**src/rtl/tjmonopix2_cmd_arbiter.sv**
```systemverilog
// Command-link scheduler for TJ-Monopix2: arbitrates trigger and requester frames onto one serial line.
// Optional frame statistics outputs are enabled by defining TJMONOPIX2_CMD_ARB_STATS_EN.
module tjmonopix2_cmd_arbiter #(
    parameter int          N_REQ       = 3,
    parameter logic [15:0] SYNC_WORD   = 16'h817E,
    parameter int          SYNC_PERIOD = 32
) (
    input  logic                 CLK,
    input  logic                 RESETB,
    input  logic                 ENABLE,
    input  logic [N_REQ-1:0]     REQ_VALID,
    input  logic [16*N_REQ-1:0]  REQ_DATA,
    input  logic [N_REQ-1:0]     REQ_LAST,
    output logic [N_REQ-1:0]     REQ_READY,
    input  logic                 TRIG_VALID,
    input  logic [15:0]          TRIG_DATA,
    output logic                 TRIG_READY,
    output logic                 CMD_OUT,
    output logic                 BUSY
`ifdef TJMONOPIX2_CMD_ARB_STATS_EN
    ,
    output logic [31:0]          TX_FRAME_CNT,
    output logic [31:0]          SYNC_CNT
`endif
);

    localparam int IW = (N_REQ > 1) ? $clog2(N_REQ) : 1;
    localparam int SW = $clog2(SYNC_PERIOD + 1);

    localparam logic [1:0] ST_IDLE  = 2'd0;
    localparam logic [1:0] ST_RUN   = 2'd1;
    localparam logic [1:0] ST_DRAIN = 2'd2;

    logic [1:0]         state;
    logic [3:0]         bit_cnt;
    logic [15:0]        shift_reg;
    logic               data_shifting;
    logic [IW-1:0]      rr_ptr;
    logic [IW-1:0]      lock_id;
    logic               lock_valid;
    logic [SW-1:0]      since_sync;

    logic               load_slot;
    logic               loading;
    logic               rr_found;
    logic [IW-1:0]      rr_sel;
    logic [2*N_REQ-1:0] valid_rot;
    logic [IW:0]        rr_sum;
    logic               sel_trig;
    logic               sel_req;
    logic [IW-1:0]      sel_id;
    logic [15:0]        frame;
    logic [IW-1:0]      rr_next;

    assign load_slot = (state == ST_RUN) && (bit_cnt == 4'd15);
    assign loading   = load_slot && ENABLE && RESETB;

    // Rotate the valid vector so that the lowest set bit is the nearest requester at or above rr_ptr.
    always_comb begin
        rr_found  = 1'b0;
        rr_sel    = '0;
        rr_sum    = '0;
        valid_rot = {REQ_VALID, REQ_VALID} >> rr_ptr;
        for (int k = N_REQ - 1; k >= 0; k--) begin
            if (valid_rot[k]) begin
                rr_found = 1'b1;
                rr_sum   = {1'b0, rr_ptr} + (IW+1)'(k);
                if (rr_sum >= (IW+1)'(N_REQ)) begin
                    rr_sum = rr_sum - (IW+1)'(N_REQ);
                end
                rr_sel = rr_sum[IW-1:0];
            end
        end
    end

    always_comb begin
        sel_trig  = 1'b0;
        sel_req   = 1'b0;
        sel_id    = rr_sel;
        REQ_READY = '0;
        if (loading) begin
            if (TRIG_VALID) begin
                sel_trig = 1'b1;
            end else if (since_sync == SW'(SYNC_PERIOD)) begin
                sel_req = 1'b0;
            end else if (lock_valid) begin
                sel_id  = lock_id;
                sel_req = REQ_VALID[lock_id];
            end else begin
                sel_req = rr_found;
            end
        end
        frame = SYNC_WORD;
        if (sel_trig) begin
            frame = TRIG_DATA;
        end else if (sel_req) begin
            frame = REQ_DATA[16*sel_id +: 16];
        end
        if (sel_req) begin
            REQ_READY[sel_id] = 1'b1;
        end
    end

    assign TRIG_READY = sel_trig;
    assign rr_next    = (sel_id == IW'(N_REQ - 1)) ? '0 : sel_id + IW'(1);
    assign BUSY       = lock_valid | data_shifting;

    always_ff @(posedge CLK) begin
        if (!RESETB) begin
            state         <= ST_IDLE;
            bit_cnt       <= 4'd0;
            shift_reg     <= 16'd0;
            CMD_OUT       <= 1'b0;
            data_shifting <= 1'b0;
            rr_ptr        <= '0;
            lock_id       <= '0;
            lock_valid    <= 1'b0;
            since_sync    <= '0;
        end else begin
            case (state)
                ST_IDLE: begin
                    CMD_OUT       <= 1'b0;
                    data_shifting <= 1'b0;
                    // Starting at 15 makes the first RUN cycle a load slot.
                    bit_cnt       <= ENABLE ? 4'd15 : 4'd0;
                    if (ENABLE) begin
                        state <= ST_RUN;
                    end
                end
                ST_RUN: begin
                    bit_cnt <= bit_cnt + 4'd1;
                    if (load_slot) begin
                        if (ENABLE) begin
                            CMD_OUT       <= frame[15];
                            shift_reg     <= {frame[14:0], 1'b0};
                            data_shifting <= sel_trig | sel_req;
                            if (sel_trig || sel_req) begin
                                if (since_sync != SW'(SYNC_PERIOD)) begin
                                    since_sync <= since_sync + SW'(1);
                                end
                            end else begin
                                since_sync <= '0;
                            end
                            if (sel_req) begin
                                rr_ptr     <= rr_next;
                                lock_id    <= sel_id;
                                lock_valid <= !REQ_LAST[sel_id];
                            end
                        end else begin
                            state         <= ST_DRAIN;
                            bit_cnt       <= 4'd0;
                            CMD_OUT       <= 1'b0;
                            data_shifting <= 1'b0;
                        end
                    end else begin
                        CMD_OUT   <= shift_reg[15];
                        shift_reg <= {shift_reg[14:0], 1'b0};
                    end
                end
                ST_DRAIN: begin
                    state      <= ST_IDLE;
                    CMD_OUT    <= 1'b0;
                    since_sync <= '0;
                end
                default: begin
                    state   <= ST_IDLE;
                    CMD_OUT <= 1'b0;
                end
            endcase
        end
    end

`ifdef TJMONOPIX2_CMD_ARB_STATS_EN
    always_ff @(posedge CLK) begin
        if (!RESETB) begin
            TX_FRAME_CNT <= 32'd0;
            SYNC_CNT     <= 32'd0;
        end else if (loading) begin
            if (sel_trig || sel_req) begin
                TX_FRAME_CNT <= TX_FRAME_CNT + 32'd1;
            end else begin
                SYNC_CNT <= SYNC_CNT + 32'd1;
            end
        end
    end
`endif

endmodule
```
**config.mk**
```make
export PLATFORM = sky130hd
export DESIGN_NAME = tjmonopix2_cmd_arbiter
export DESIGN_NICKNAME = d
export VERILOG_FILES = /design/src/rtl/tjmonopix2_cmd_arbiter.sv
export SDC_FILE = /design/constraint.sdc
export NUM_CORES = 1
export LEC_CHECK = 0
export CAP_MARGIN = 30
export CORE_MARGIN = 8
export CORE_UTILIZATION = 38
export DETAILED_ROUTE_END_ITERATION = 7
export DONT_BUFFER_PORTS = 1
export PLACE_DENSITY = 0.61
export SLEW_MARGIN = 25
export SYNTH_ARGS = -nofsm -noshare
export SYNTH_HDL_FRONTEND = slang
export SYNTH_SLANG_ARGS = --single-unit
```
**constraint.sdc**
```tcl
create_clock -name CLK -period 3.8 [get_ports CLK]
set_clock_uncertainty 0.15 [all_clocks]
set_input_delay 0.95 -clock CLK [delete_from_list [all_inputs] [get_ports CLK]]
set_output_delay 0.95 -clock CLK [all_outputs]
set_load 0.02 [all_outputs]
```
==> results of run 1 <==
[layout make-up]
type | instances | share of cell area, %
Clock buffer | 7 | 3.09
Inverter | 14 | 1.88
Tap cell | 80 | 3.59
Clock inverter | 1 | 0.179
Timing Repair Buffer | 10 | 2.69
Sequential cell | 34 | 24.4
Multi-Input combinational cell | 268 | 64.2
[power groups by stage]
| stage | Combinational, W | Sequential, W | Clock [W] |
|---|---|---|---|
| final | 0.000199 | 0.000407 | 0.000284 |
| after CTS | 0.000199 | 0.000407 | 0.000289 |
| after floorplan | 0.000171 | 0.000408 | 0 |
| after global routing | 0.000225 | 0.000411 | 0.000305 |
| after global placement | 0.000196 | 0.000414 | 0 |
| after detailed placement | 0.000198 | 0.000415 | 0 |
[layout by cell type (no fill, tap or decap), types with 5 or more instances in the layout]
master    count
o221ai_1     14
o21ai_0      14
dfxtp_1      34
nand2_1      49
nor2b_1       5
ha_1          9
nand3_1      10
inv_1        14
clkbuf_8      6
mux2i_1      20
a31oi_1      10
buf_4        10
nand3b_1     10
nor2_1       19
a21oi_1      33
o22a_1        7
[metrics by stage]
step | setup slack [ns] | cell area, um2
after global placement | 0.194 | 2700
after global routing | 0.0711 | 2790
after CTS | 0.155 | 2790
final | 0.158 | 2790
after detailed placement | 0.171 | 2700
after floorplan | 0.0456 | 2650
[metal layers]
layer | vias up | routed length [um] | global-route usage (%)
met5 | - | 0 | 2.73
met4 | 0 | 135 | 5.82
met1 | 1168 | 3420 | 20.0
li1 | 1256 | - | -
met2 | 101 | 3470 | 24.5
met3 | 11 | 813 | 5.52
[logic make-up (layout without fill, tap and decap cells)]
logic type	after synthesis	after routing	synth area share, %
AOI/OAI and AO/OA	111	111	29.5
xor gates and xnor gates	5	5	1.65
adders and majority gates	9	9	4.25
buffers and inverters	38	32	6.85
DFF	34	34	25.7
muxes	23	23	8.97
and+or+nand+nor	120	120	23.1
[worst paths after layout]
| kind | from | slack [ns] | cells past startpoint | to |
|---|---|---|---|---|
| worst min-delay path | shift_reg[6] | 0.42 | 2 | shift_reg[6] |
| worst max register to register | rr_ptr[1] | 0.92 | 7 | shift_reg[8] |
| worst min register to register | shift_reg[6] | 0.42 | 2 | shift_reg[6] |
| worst max-delay path | REQ_VALID[1] | 0.16 | 5 | REQ_READY[1] |
[worst register-to-register path, stage by stage, from the launching register on]
cell and delay, ns:
dfxtp_1 0.62, nor4b_1 0.14, o41a_1 0.47, o32ai_4 0.36, mux2_4 0.22, buf_4 0.34
nand2b_1 0.24, o221ai_1 0.24
==> flow_metrics.tcl, run 1 <==
set metrics [dict create \
    fin_cells 414 \
    grt_setup_unrepaired "no" \
    report.power.total_w 0.000890 \
    crit_slowest_cell "o32a_1" \
    first_global_vias 2472 \
    insertion_delay_ns 0.29 \
    setup_tns_ns 0 \
    synth_sequential_area_ratio_pct 25.7 \
    area_of_combinational_cells_with_multiple_inputs_um2 1790 \
    chipHeight_um 99.5 \
    critical_path.cell_chain "and4b_1, o41a_1, o32a_1, nor3b_2, o21a_1" \
    grt_antenna_before_repair 0 \
    power_frac_clock_pct 31.9 \
    sequential_cell_area_um2 681 \
    hold_buffer_count_at_cts 0 \
    crit_family "compound AO/OA/AOI/OAI gates" \
    critPathKind "in -> out" \
    worst_pin_slew_ns 0.743 \
    flow.area_growth_from_synthesis_pct 5.29 \
    cap_violations 0 \
    htree_levels 2 \
    grt_first_pass_wirelength_um 12700 \
    place.port_buffers 0 \
    remaining_number_of_nets_flagged_by_the_antenna_check_after_routing 0 \
    drt_first_iter_violations 153 \
    yosys_most_used_dff "dfxtp_1" \
    report.final.setup_viol 0 \
    post-route-util_pct 41.3 \
    total_cts_buffers 5 \
    route.detailed.drc 0 \
    syn_nets 423 \
    crit_path_end_kind "primary output" \
    clock-root-buffer "clkbuf_8" \
    final_layout_size_suffix_gt1_share_pct 8.38 \
    finalHoldWorstSlack_ns 0.425 \
    routed_wire_length_per_instance_um 18.9 \
    grt.overflow.total 0 \
    vdd_drop_max_v 0.000164 \
    cts.path.max_buffers 2 \
    path_clk_slew_ns 0.07 \
    p_int_w 0.000618 \
    worstHoldPathType "reg -> reg" \
    global_route.usage.total_pct 16.0 \
    synthMostInstantiatedCell "nand2_1" \
    placedCellCount 406 \
    layout.filler_cells 705 \
    initial_core_utilization_pct 39.2 \
    postCtsSetupBuffers 0 \
    cts_num_sinks 34 \
    slew_headroom_pct 50.2 \
    detailroute.via_count 2536 \
    finalCriticalPeriod_ns 3.64 \
    largest_register_ffs 15 \
    startpoint_class "input port" \
    yosysTopAreaCellShare_pct 25.7 \
    tritoncts_clock_tree "done" \
    avgSynthCellArea_um2 7.79 \
    synthesized_netlist_cell_count 340 \
    clock.fmax_mhz 275 \
    placement_rows 30 \
    worst_ep_arrival_time_ns 2.54 \
    post_cts_resized 0 \
    design.portCount 80 \
    power.share.sequential_pct 45.7 \
    ys_top_cells_by_count "49 x nand2_1, 34 x dfxtp_1, 33 x a21oi_1, 20 x mux2i_1, 20 x nor2_1" \
    first_pass_iters 4 \
    post_synth_instance_area_um2 2650 \
    synth.ff_latch_count 34 \
    cp.required_ns 2.70 \
    timing_hold_violations_final 0 \
    floorplan.die_area_um2 9900 \
    gpl.final_weighted_congestion 0.893 \
    num_antenna_cells 0 \
    combinationalPowerShare_pct 22.3 \
    chipWidth_um 99.5 \
    power.net_switching_w 0.000273 \
    run_status "finished clean" \
    maximum_number_of_pins_on_one_net_before_global_route_repair 34 \
    synth_top_cell_by_area "dfxtp_1" \
    slowest_delay_ns 0.43 \
    routed_via_density 6.13 \
    cp_max_fo 8 \
    pwr_density_cell_nw_per_um2 319 \
    ys_warn_count 0 \
    dp.final_hpwl_um 5990 \
    synth.distinct_cells 57 \
    power.switching_fraction_pct 30.6 \
    wl_final_um 7840 \
    leading_cell_types_by_total_area_after_synthesis "dfxtp_1 26%, mux2i_1 7.6%, nand2_1 6.9%" \
    drv_slew 0 \
    synth_edf_count 0 \
    layout_worst_path_cycle_share_pct 95.8 \
    layout.nets 416 \
    async_flop_share_pct 0 \
    static-leakage-power_nw 1.04 \
    fp.coreArea_um2 6760 \
    buffering_stage_count_on_the_worst_path_with_inverters_included 0 \
]
No activity file was read; power rests on OpenSTA's default activity.
==> run 2: changes to the inputs <==
CORE_MARGIN = 10   (was 8)
==> flow_metrics.tcl, run 2 (synthesized netlist as in run 1, its figures left out) <==
set metrics [dict create \
    tritoncts_clock_tree "done" \
    first_global_vias 2437 \
    cap_violations 0 \
    detailroute.via_count 2560 \
    report.final.setup_viol 0 \
    layout.nets 417 \
    insertion_delay_ns 0.29 \
    layout.cells.most_common "nand2_1" \
    run_status "finished clean" \
    initial_core_utilization_pct 39.0 \
    grt.overflow.total 0 \
    grt_antenna_before_repair 0 \
    routed_wire_length_per_instance_um 18.3 \
    path_clk_slew_ns 0.07 \
    static-leakage-power_nw 1.04 \
    remaining_number_of_nets_flagged_by_the_antenna_check_after_routing 0 \
    floorplan.die_area_um2 10700 \
    fp.coreArea_um2 6790 \
    route.detailed.drc 0 \
    vdd_drop_max_v 0.000143 \
    cts_num_sinks 34 \
    grt_setup_unrepaired "no" \
    wl_final_um 7910 \
    cp_max_fo 8 \
    placement_rows 30 \
    drv_slew 0 \
    htree_levels 2 \
    first_pass_iters 4 \
    num_antenna_cells 0 \
    total_cts_buffers 5 \
    setup_tns_ns 0 \
    post_cts_resized 0 \
    hold_buffer_count_at_cts 0 \
    cts.path.max_buffers 2 \
    worstHoldPathType "reg -> reg" \
    dp.final_hpwl_um 6140 \
    grt_first_pass_wirelength_um 12800 \
    gpl.final_weighted_congestion 0.823 \
    flow.area_growth_from_synthesis_pct 6.47 \
    chipHeight_um 104 \
    layout_worst_path_cycle_share_pct 94.8 \
    worst_ep_arrival_time_ns 2.50 \
    slew_headroom_pct 53.3 \
    chipWidth_um 104 \
    maximum_number_of_pins_on_one_net_before_global_route_repair 34 \
    clock-root-buffer "clkbuf_8" \
    place.port_buffers 0 \
    drt_first_iter_violations 227 \
    worst_pin_slew_ns 0.696 \
    crit_path_end_kind "primary output" \
    mostFrequentLayoutCells "49 x nand2_1, 34 x dfxtp_1, 33 x a21oi_1" \
    critPathKind "in -> out" \
    global_route.usage.total_pct 14.3 \
    postCtsSetupBuffers 0 \
    finalHoldWorstSlack_ns 0.395 \
    design.portCount 80 \
    timing_hold_violations_final 0 \
    largest_register_ffs 15 \
    routed_via_density 5.94 \
    clock.fmax_mhz 277 \
    pwr_density_cell_nw_per_um2 318 \
    cp.required_ns 2.70 \
    startpoint_class "input port" \
    finalCriticalPeriod_ns 3.60 \
    final_layout_size_suffix_gt1_share_pct 8.96 \
]
[run 2: cell count changes in the layout (fill, tap and decap cells not counted), sizes merged]
| cell | delta |
|---|---|
| clkinvlp | +1 |
| clkbuf | -1 |
| buf | +1 |
[run 2: path summary, 6_finish.rpt]
path                  from             to  slack [ns]  cells after the start
max reg2reg      rr_ptr[1]  shift_reg[10]        1.03                      7
min reg2reg  since_sync[5]  since_sync[5]        0.39                      2
max           REQ_VALID[1]   REQ_READY[2]        0.20                      6
min          since_sync[5]  since_sync[5]        0.39                      2
[run 2: stage by stage]
step / util, % / total power [W] / cell area, um2 / std cells / setup WS (ns)
5_1_grt: 41.5 / 0.000949 / 2820 / 431 / 0.0891
3_5_place_dp: 40.1 / 0.000617 / 2730 / 423 / 0.207
6_report: 41.5 / 0.000897 / 2820 / 431 / 0.196
4_1_cts: 41.5 / 0.000901 / 2820 / 431 / 0.204
2_1_floorplan: - / 0.000579 / 2650 / 340 / 0.0456
3_3_place_gp: 40.1 / 0.000612 / 2730 / 423 / 0.212
[run 2: cell type report]
type / count / area [um2]
Clock buffer: 6 / 82.6
Multi-Input combinational cell: 268 / 1790
Inverter: 14 / 52.6
Sequential cell: 34 / 681
Timing Repair Buffer: 11 / 82.6
Fill cell: 721 / 3970
Tap cell: 96 / 120
Clock inverter: 2 / 12.5
[run 2: report_power, final]
| group | internal (W) | switching [W] | leakage [nW] | total (W) |
|---|---|---|---|---|
| clock network | 0.000146 | 0.000140 | 0.0472 | 0.000286 |
| registers | 0.000384 | 0.0000235 | 0.277 | 0.000407 |
| logic | 0.0000896 | 0.000115 | 0.719 | 0.000204 |
| total | 0.000619 | 0.000278 | 1.04 | 0.000897 |
[run 2: routing by layer]
layer  part of all wire (%)  wire length [um]  vias up  GRT usage [%]
met2                     44              3500      114           22.0
met4                    1.3               105        0           3.83
li1                       -                 -     1252              -
met5                      0                 0        -              0
met1                     44              3470     1187           18.1
met3                     11               833        7           5.45
[run 2: worst max-delay path, stage by stage]
cell     delay [ns]
and4b_1        0.19
o41a_1         0.44
o32ai_4        0.37
mux2_4         0.24
nand2_1        0.09
nor2_2         0.23
==> run 3: changes to the inputs <==
CTS_CLUSTER_SIZE = 20   (was not set)
SLEW_MARGIN = not set   (was 25)
==> results of run 3 <==
Same layout as run 2: the final DEF is identical, and so are final timing and power.
